==> src/rtl/matriz_pkg.sv <==
// matriz_pkg: shared sizes, state encoding, request payload and the
// power-on contents of the 8x8 matrix owned by matriz_ctrl.
package matriz_pkg;

    localparam int unsigned ROWS   = 8;
    localparam int unsigned COLS   = 8;
    localparam int unsigned DW     = 32;
    localparam int unsigned ROW_W  = 3;
    localparam int unsigned COL_W  = 3;
    localparam int unsigned IDX_W  = ROW_W + COL_W;
    localparam int unsigned NCELLS = ROWS * COLS;

    // Cells that come out of the init sweep with a non-zero value
    localparam int unsigned   INIT_R0 = 1;
    localparam int unsigned   INIT_C0 = 2;
    localparam logic [DW-1:0] INIT_V0 = 32'h0000_0123;
    localparam int unsigned   INIT_R1 = 3;
    localparam int unsigned   INIT_C1 = 4;
    localparam logic [DW-1:0] INIT_V1 = 32'h0000_0456;

    typedef enum logic {
        S_INIT = 1'b0,
        S_RUN  = 1'b1
    } state_t;

    // One single-cell access as presented by a requester
    typedef struct packed {
        logic             we;
        logic [ROW_W-1:0] row;
        logic [COL_W-1:0] col;
        logic [DW-1:0]    wdata;
    } req_t;

    // Value written into cell (row,col) by the init sweep
    function automatic logic [DW-1:0] init_value(input logic [ROW_W-1:0] row,
                                                 input logic [COL_W-1:0] col);
        logic [DW-1:0] v;
        v = '0;
        if (row == ROW_W'(INIT_R0) && col == COL_W'(INIT_C0)) v = INIT_V0;
        if (row == ROW_W'(INIT_R1) && col == COL_W'(INIT_C1)) v = INIT_V1;
        return v;
    endfunction

endpackage

==> src/rtl/matriz_ctrl_rr_arb2.sv <==
// rr_arb2: two-way round-robin arbiter.
//   clk, reset : clock, synchronous active-high reset
//   req[1:0]   : request lines
//   enable     : when low no grant is issued and priority is frozen
//   gnt[1:0]   : one-hot grant, combinational from req/enable/last_grant
module rr_arb2 (
    input  logic       clk,
    input  logic       reset,
    input  logic [1:0] req,
    input  logic       enable,
    output logic [1:0] gnt
);

    logic last_grant;

    // Lone requester wins; on contention the port not served last wins
    always_comb begin
        gnt = 2'b00;
        if (enable) begin
            case (req)
                2'b01:   gnt = 2'b01;
                2'b10:   gnt = 2'b10;
                2'b11:   gnt = last_grant ? 2'b01 : 2'b10;
                default: gnt = 2'b00;
            endcase
        end
    end

    // Reset to port 1 so port 0 wins the first contention
    always_ff @(posedge clk) begin
        if (reset) begin
            last_grant <= 1'b1;
        end else if (|gnt) begin
            last_grant <= gnt[1];
        end
    end

endmodule

==> src/rtl/matriz_ctrl.sv <==
// matriz_ctrl: owns the 8x8x32 matrix, initialises it with a 64-cycle sweep
// after reset or clr_start, and shares single-cell access between port 0
// (game/update) and port 1 (display/scan) with round-robin arbitration.
//   clk, reset          : clock, synchronous active-high reset
//   clr_start           : one-cycle request to re-run the init sweep
//   busy                : init sweep in progress
//   req_valid/req_ready : per-port handshake, ready is combinational
//   req_we/row/col/wdata: per-port access fields
//   rsp_valid/rsp_rdata : per-port read response, one cycle after handshake
module matriz_ctrl
    import matriz_pkg::*;
(
    input  logic                     clk,
    input  logic                     reset,
    input  logic                     clr_start,
    output logic                     busy,
    input  logic [1:0]               req_valid,
    output logic [1:0]               req_ready,
    input  logic [1:0]               req_we,
    input  logic [1:0][ROW_W-1:0]    req_row,
    input  logic [1:0][COL_W-1:0]    req_col,
    input  logic [1:0][DW-1:0]       req_wdata,
    output logic [1:0]               rsp_valid,
    output logic [1:0][DW-1:0]       rsp_rdata
);

    state_t           state, state_nx;
    logic [IDX_W-1:0] idx, idx_nx;
    logic [DW-1:0]    mem [ROWS][COLS];

    logic             arb_en;
    logic [1:0]       gnt;
    logic             gnt_port;
    req_t             sel_req;
    logic             wr_en;
    logic             rd_en;
    logic [ROW_W-1:0] init_row;
    logic [COL_W-1:0] init_col;

    // A clear request in S_RUN takes the cycle: nobody is granted
    assign arb_en = (state == S_RUN) && !clr_start;

    rr_arb2 u_arb (
        .clk    (clk),
        .reset  (reset),
        .req    (req_valid),
        .enable (arb_en),
        .gnt    (gnt)
    );

    assign req_ready = gnt;
    assign busy      = (state == S_INIT);

    // Route the granted port's fields to the storage
    always_comb begin
        gnt_port      = gnt[1];
        sel_req.we    = req_we[gnt_port];
        sel_req.row   = req_row[gnt_port];
        sel_req.col   = req_col[gnt_port];
        sel_req.wdata = req_wdata[gnt_port];
    end

    assign wr_en    = (|gnt) && sel_req.we;
    assign rd_en    = (|gnt) && !sel_req.we;
    assign init_row = idx[IDX_W-1:COL_W];
    assign init_col = idx[COL_W-1:0];

    // State register
    always_ff @(posedge clk) begin
        if (reset) begin
            state <= S_INIT;
            idx   <= '0;
        end else begin
            state <= state_nx;
            idx   <= idx_nx;
        end
    end

    // Next state: sweep all cells once, then serve until a clear request
    always_comb begin
        state_nx = state;
        idx_nx   = idx;
        case (state)
            S_INIT: begin
                idx_nx = idx + IDX_W'(1);
                if (idx == IDX_W'(NCELLS - 1)) state_nx = S_RUN;
            end
            S_RUN: begin
                if (clr_start) begin
                    state_nx = S_INIT;
                    idx_nx   = '0;
                end
            end
            default: begin
                state_nx = S_INIT;
                idx_nx   = '0;
            end
        endcase
    end

    // Storage: sweep writes in S_INIT, granted writes in S_RUN
    always_ff @(posedge clk) begin
        if (!reset) begin
            if (state == S_INIT) begin
                mem[init_row][init_col] <= init_value(init_row, init_col);
            end else if (wr_en) begin
                mem[sel_req.row][sel_req.col] <= sel_req.wdata;
            end
        end
    end

    // Read response: valid pulses one cycle, data holds until the next read
    always_ff @(posedge clk) begin
        if (reset) begin
            rsp_valid <= '0;
            rsp_rdata <= '0;
        end else begin
            rsp_valid <= '0;
            if (rd_en) begin
                rsp_valid[gnt_port] <= 1'b1;
                rsp_rdata[gnt_port] <= mem[sel_req.row][sel_req.col];
            end
        end
    end

endmodule

==> config.mk <==
export PLATFORM = sky130hd
export DESIGN_NAME = matriz_ctrl
export DESIGN_NICKNAME = d
export VERILOG_FILES = /design/src/rtl/matriz_pkg.sv /design/src/rtl/matriz_ctrl_rr_arb2.sv /design/src/rtl/matriz_ctrl.sv
export SDC_FILE = /design/constraint.sdc
export NUM_CORES = 2
export LEC_CHECK = 0
export BUFFER_PORTS_ARGS = -buffer_cell sky130_fd_sc_hd__clkbuf_2
export CAP_MARGIN = 20
export CORE_MARGIN = 4
export CORE_UTILIZATION = 35
export CTS_BUF_LIST = sky130_fd_sc_hd__clkbuf_4 sky130_fd_sc_hd__clkbuf_8 sky130_fd_sc_hd__clkbuf_16
export CTS_CLUSTER_DIAMETER = 150
export DETAILED_ROUTE_END_ITERATION = 12
export MAX_ROUTING_LAYER = met4
export PLACE_DENSITY = 0.52
export SYNTH_ARGS = -nofsm -noshare
export SYNTH_HDL_FRONTEND = slang
export SYNTH_SLANG_ARGS = --single-unit
==> constraint.sdc <==
create_clock -name clk -period 6.7 [get_ports clk]
set_clock_uncertainty 0.1 [all_clocks]
set_input_delay 0.335 -clock clk [delete_from_list [all_inputs] [get_ports clk]]
set_output_delay 0.335 -clock clk [all_outputs]
set_load 0.02 [all_outputs]
==> impl_metrics.csv <==
group,metric,value,unit
setup_path,crit_buf_inv,3,
clocking,cts_setup_buffers,0,
setup_path,reg2reg_slack,1.28,ns
timing,fin_tns_setup,0,ns
grt,track_usage,25.5,%
cells_and_area,fin_util,40.8,%
yosys,synth_area,89800,um2
setup_path,cp_top_family,"simple AND/OR/NAND/NOR gates",
timing,hold_ws,0.0708,ns
outcome,status,"finished clean",
yosys,synth-seq-area-share,70.1,%
clocking,cts-hold-fix-buffers,12,
timing,layout_min_cycle_time,5.42,ns
floorplan,dieArea,265000,um2
routing,drc,0,
cells_and_area,syn_to_final_growth,15.6,%
place,hpwl,194,mm
yosys,netlist_instances,6163,
routing,drtAntennaViolNets,0,
timing,setup_viol,0,
routing,routed_wl,339,mm
clocking,cts_buffer_depth,3,
timing,rsz0062_at_grt,"no",
timing,slew_viol_final,0,
grt,gr-total-overflow,0,
routing,vias_per_cell,6.12,
cells_and_area,final_cell_area,104000,um2
routing,num_vias,60429,
setup_path,cp_cell_sequence,"nor2b_1 > buf_4 > nand3_4 > buf_4 > mux2i_4 > buf_12 > a21oi_1 > o311ai_0 > nand4_1 > nor3_1 > nor3_1",
grt,grt_pass1_wl,465,mm
timing,hold_viol,0,
clocking,cts_root_buf,"clkbuf_16",
timing,max_freq,0.185,GHz
power_and_ir_drop,vdd.ir_drop.worst,0.230,mV
routing,dr.pass1.iters,6,
cells_and_area,layout.nets,6399,
setup_path,cp-end-kind,"flop",
setup_path,cpMaxStageDelayCell,"mux2i_4",
yosys,ys.flop_type,"edfxtp_1",
yosys,async_flop_share,0,%
power_and_ir_drop,p_leak,35.6,nW
setup_path,startpoint_type,"flop",
clocking,h-tree-depth,4,
yosys,synth_seq_cells,2122,
floorplan,row_count,185,
grt,grt_max_degree,183,
yosys,synth-warning-count,0,
grt,antenna_found_initial,19,
setup_path,crit_type,"flop to flop",
timing,relSlewSlack,15.4,%
yosys,syn-num-nets,6249,
floorplan,core_area,255000,um2
yosys,synth.distinct_cells,66,
place,place_area,96500,um2
place,place_congestion,0.922,
setup_path,required,7.37,ns
clocking,clkSinkCount,2122,
floorplan,start_util,35.3,%
clocking,cts_made_buffers,214,
floorplan,die_y,515,um
grt,grt_pass1_vias,57642,
power_and_ir_drop,p_per_area,270,nW/um2
cells_and_area,register_area,63000,um2
worst_hold_path,hp-class,"input port to flop",
clocking,cts_tree,"done",
place,io_buffers,151,
cells_and_area,multiInputGateArea,25700,um2
timing,fin_crit_sh,80.9,%
timing,worst_pin_slew,1.27,ns
yosys,avgSynthCellArea,14.6,um2
floorplan,pin_count,152,
clocking,clock_latency,0.90,ns
cells_and_area,num-fill-cells,23285,
setup_path,cp_max_fo,61,
cells_and_area,drive_gt1_share,18.9,%
routing,dr.first_iter.drc_count,7622,
setup_path,critPathMaxStageDelay,0.73,ns
setup_path,cp_data_arrival_time,6.09,ns
routing,wl_per_cell,34.3,um
clocking,clkTransAtPathRegs,0.07,ns
job,maxCapViolCount,0,
yosys,synth-edff-count,2048,
clocking,cts_resized,0,
floorplan,chipWidth,515,um
==> metrics by stage <==
step / setup slack, ns / instances / total power, mW
floorplan: 1.38 / 6163 / 15.4
global placement: 1.30 / 9444 / 16.1
detailed placement: 1.43 / 9446 / 16.1
CTS: 1.45 / 9850 / 28.1
global route: 1.19 / 9863 / 28.7
finish: 1.28 / 9866 / 28.0
==> where the power goes <==
part	leakage, nW	internal (mW)	switching (mW)
Sequential	21.2	14.4	0.0111
Combinational	10.8	0.422	1.03
Clock	3.57	6.98	5.25
==> worst register-to-register path, stage by stage (launching register included) <==
cell and delay (ns):
dfxtp_1 0.43, nor2b_1 0.20, buf_4 0.19, nand3_4 0.41, buf_4 0.67, mux2i_4 0.75
buf_12 0.40, a21oi_1 0.16, o311ai_0 0.71, nand4_1 0.60, nor3_1 0.61, nor3_1 0.10
==> layout make-up <==
class                      count  share of cell area [%]
clock inverter               121                    1.12
clock buffer                 271                    5.74
tap                         3366                    4.06
sequential                  2122                    60.7
inverter                      13                  0.0518
multi-input combinational   3500                    24.8
timing repair buffer         462                    3.55
antenna                       11                  0.0265
==> layer usage <==
metal  global-route usage (%)  vias up  wire (um)
met5                        -        -          0
met4                     10.3        0      15000
met3                     4.62      635      29800
met2                     39.0     3187     156000
met1                     33.7    31608     138000
li1                         -    24999          -
==> sequential cells by signal, summed over array words and instances, names as in the netlist <==
register          count
u_arb.last_grant      1
rsp_rdata            64
state                 1
rsp_valid             2
mem                2048
idx                   6
==> layout by cell type (no fill, tap or decap), types with 19 or more instances in the layout <==
cell type	instances
buf_4	254
nand2_1	308
o21ai_0	275
clkinv_2	43
edfxtp_1	2048
a21bo_2	27
clkbuf_4	42
or3_1	31
a311oi_1	41
o221a_2	52
o221ai_1	158
o22a_1	39
a21o_1	27
a32o_1	33
a221oi_1	24
a31oi_1	97
nand3_1	258
clkbuf_2	148
a211oi_1	170
mux2_2	193
nor3_1	63
clkbuf_16	222
nor2_1	138
a21oi_4	24
o311ai_0	49
a221o_1	19
and3_1	20
nor2_4	69
o311ai_1	48
nor2b_1	135
dfxtp_1	74
o22ai_1	159
buf_12	41
mux2i_1	582
a21oi_1	302
clkinv_1	43
==> worst paths after layout <==
kind | startpoint | to | cells past startpoint
worst max-delay path | state$_SDFF_PP0_ | rsp_rdata[51]$_SDFFE_PP0P_ | 11
worst min-delay path | req_wdata[57] | mem[1][25]$_DFFE_PP_ | 3
worst max register to register | state$_SDFF_PP0_ | rsp_rdata[51]$_SDFFE_PP0P_ | 11
worst min register to register | rsp_rdata[51]$_SDFFE_PP0P_ | rsp_rdata[51]$_SDFFE_PP0P_ | 2
==> cells in the mapped netlist (all sizes together) (41+ instances only) <==
library cell | instances | area share (%)
a311oi | 41 | 0.40
o311ai | 102 | 1.1
a211oi | 170 | 1.4
o221a | 52 | 0.65
o22ai | 159 | 1.1
buf | 203 | 1.1
a21oi | 330 | 1.8
nor3 | 65 | 0.36
mux2i | 584 | 6.5
a31oi | 108 | 0.76
nor2 | 208 | 0.87
nand3 | 259 | 1.4
o221ai | 158 | 1.5
nor2b | 137 | 0.95
mux2 | 195 | 2.4
edfxtp | 2048 | 68
clkbuf | 325 | 1.4
nand2 | 310 | 1.3
dfxtp | 74 | 1.6
o21ai | 288 | 1.6
==> cells by family after synthesis <==
group	Yosys count	share of synthesized area, %
DFF	2122	70.1
and+or+nand+nor	1090	5.76
muxes	779	8.95
adders and majority gates	3	0.0418
buffers and inverters	541	2.52
AOI/OAI and AO/OA	1628	12.6
No activity file was read; power rests on OpenSTA's default activity.
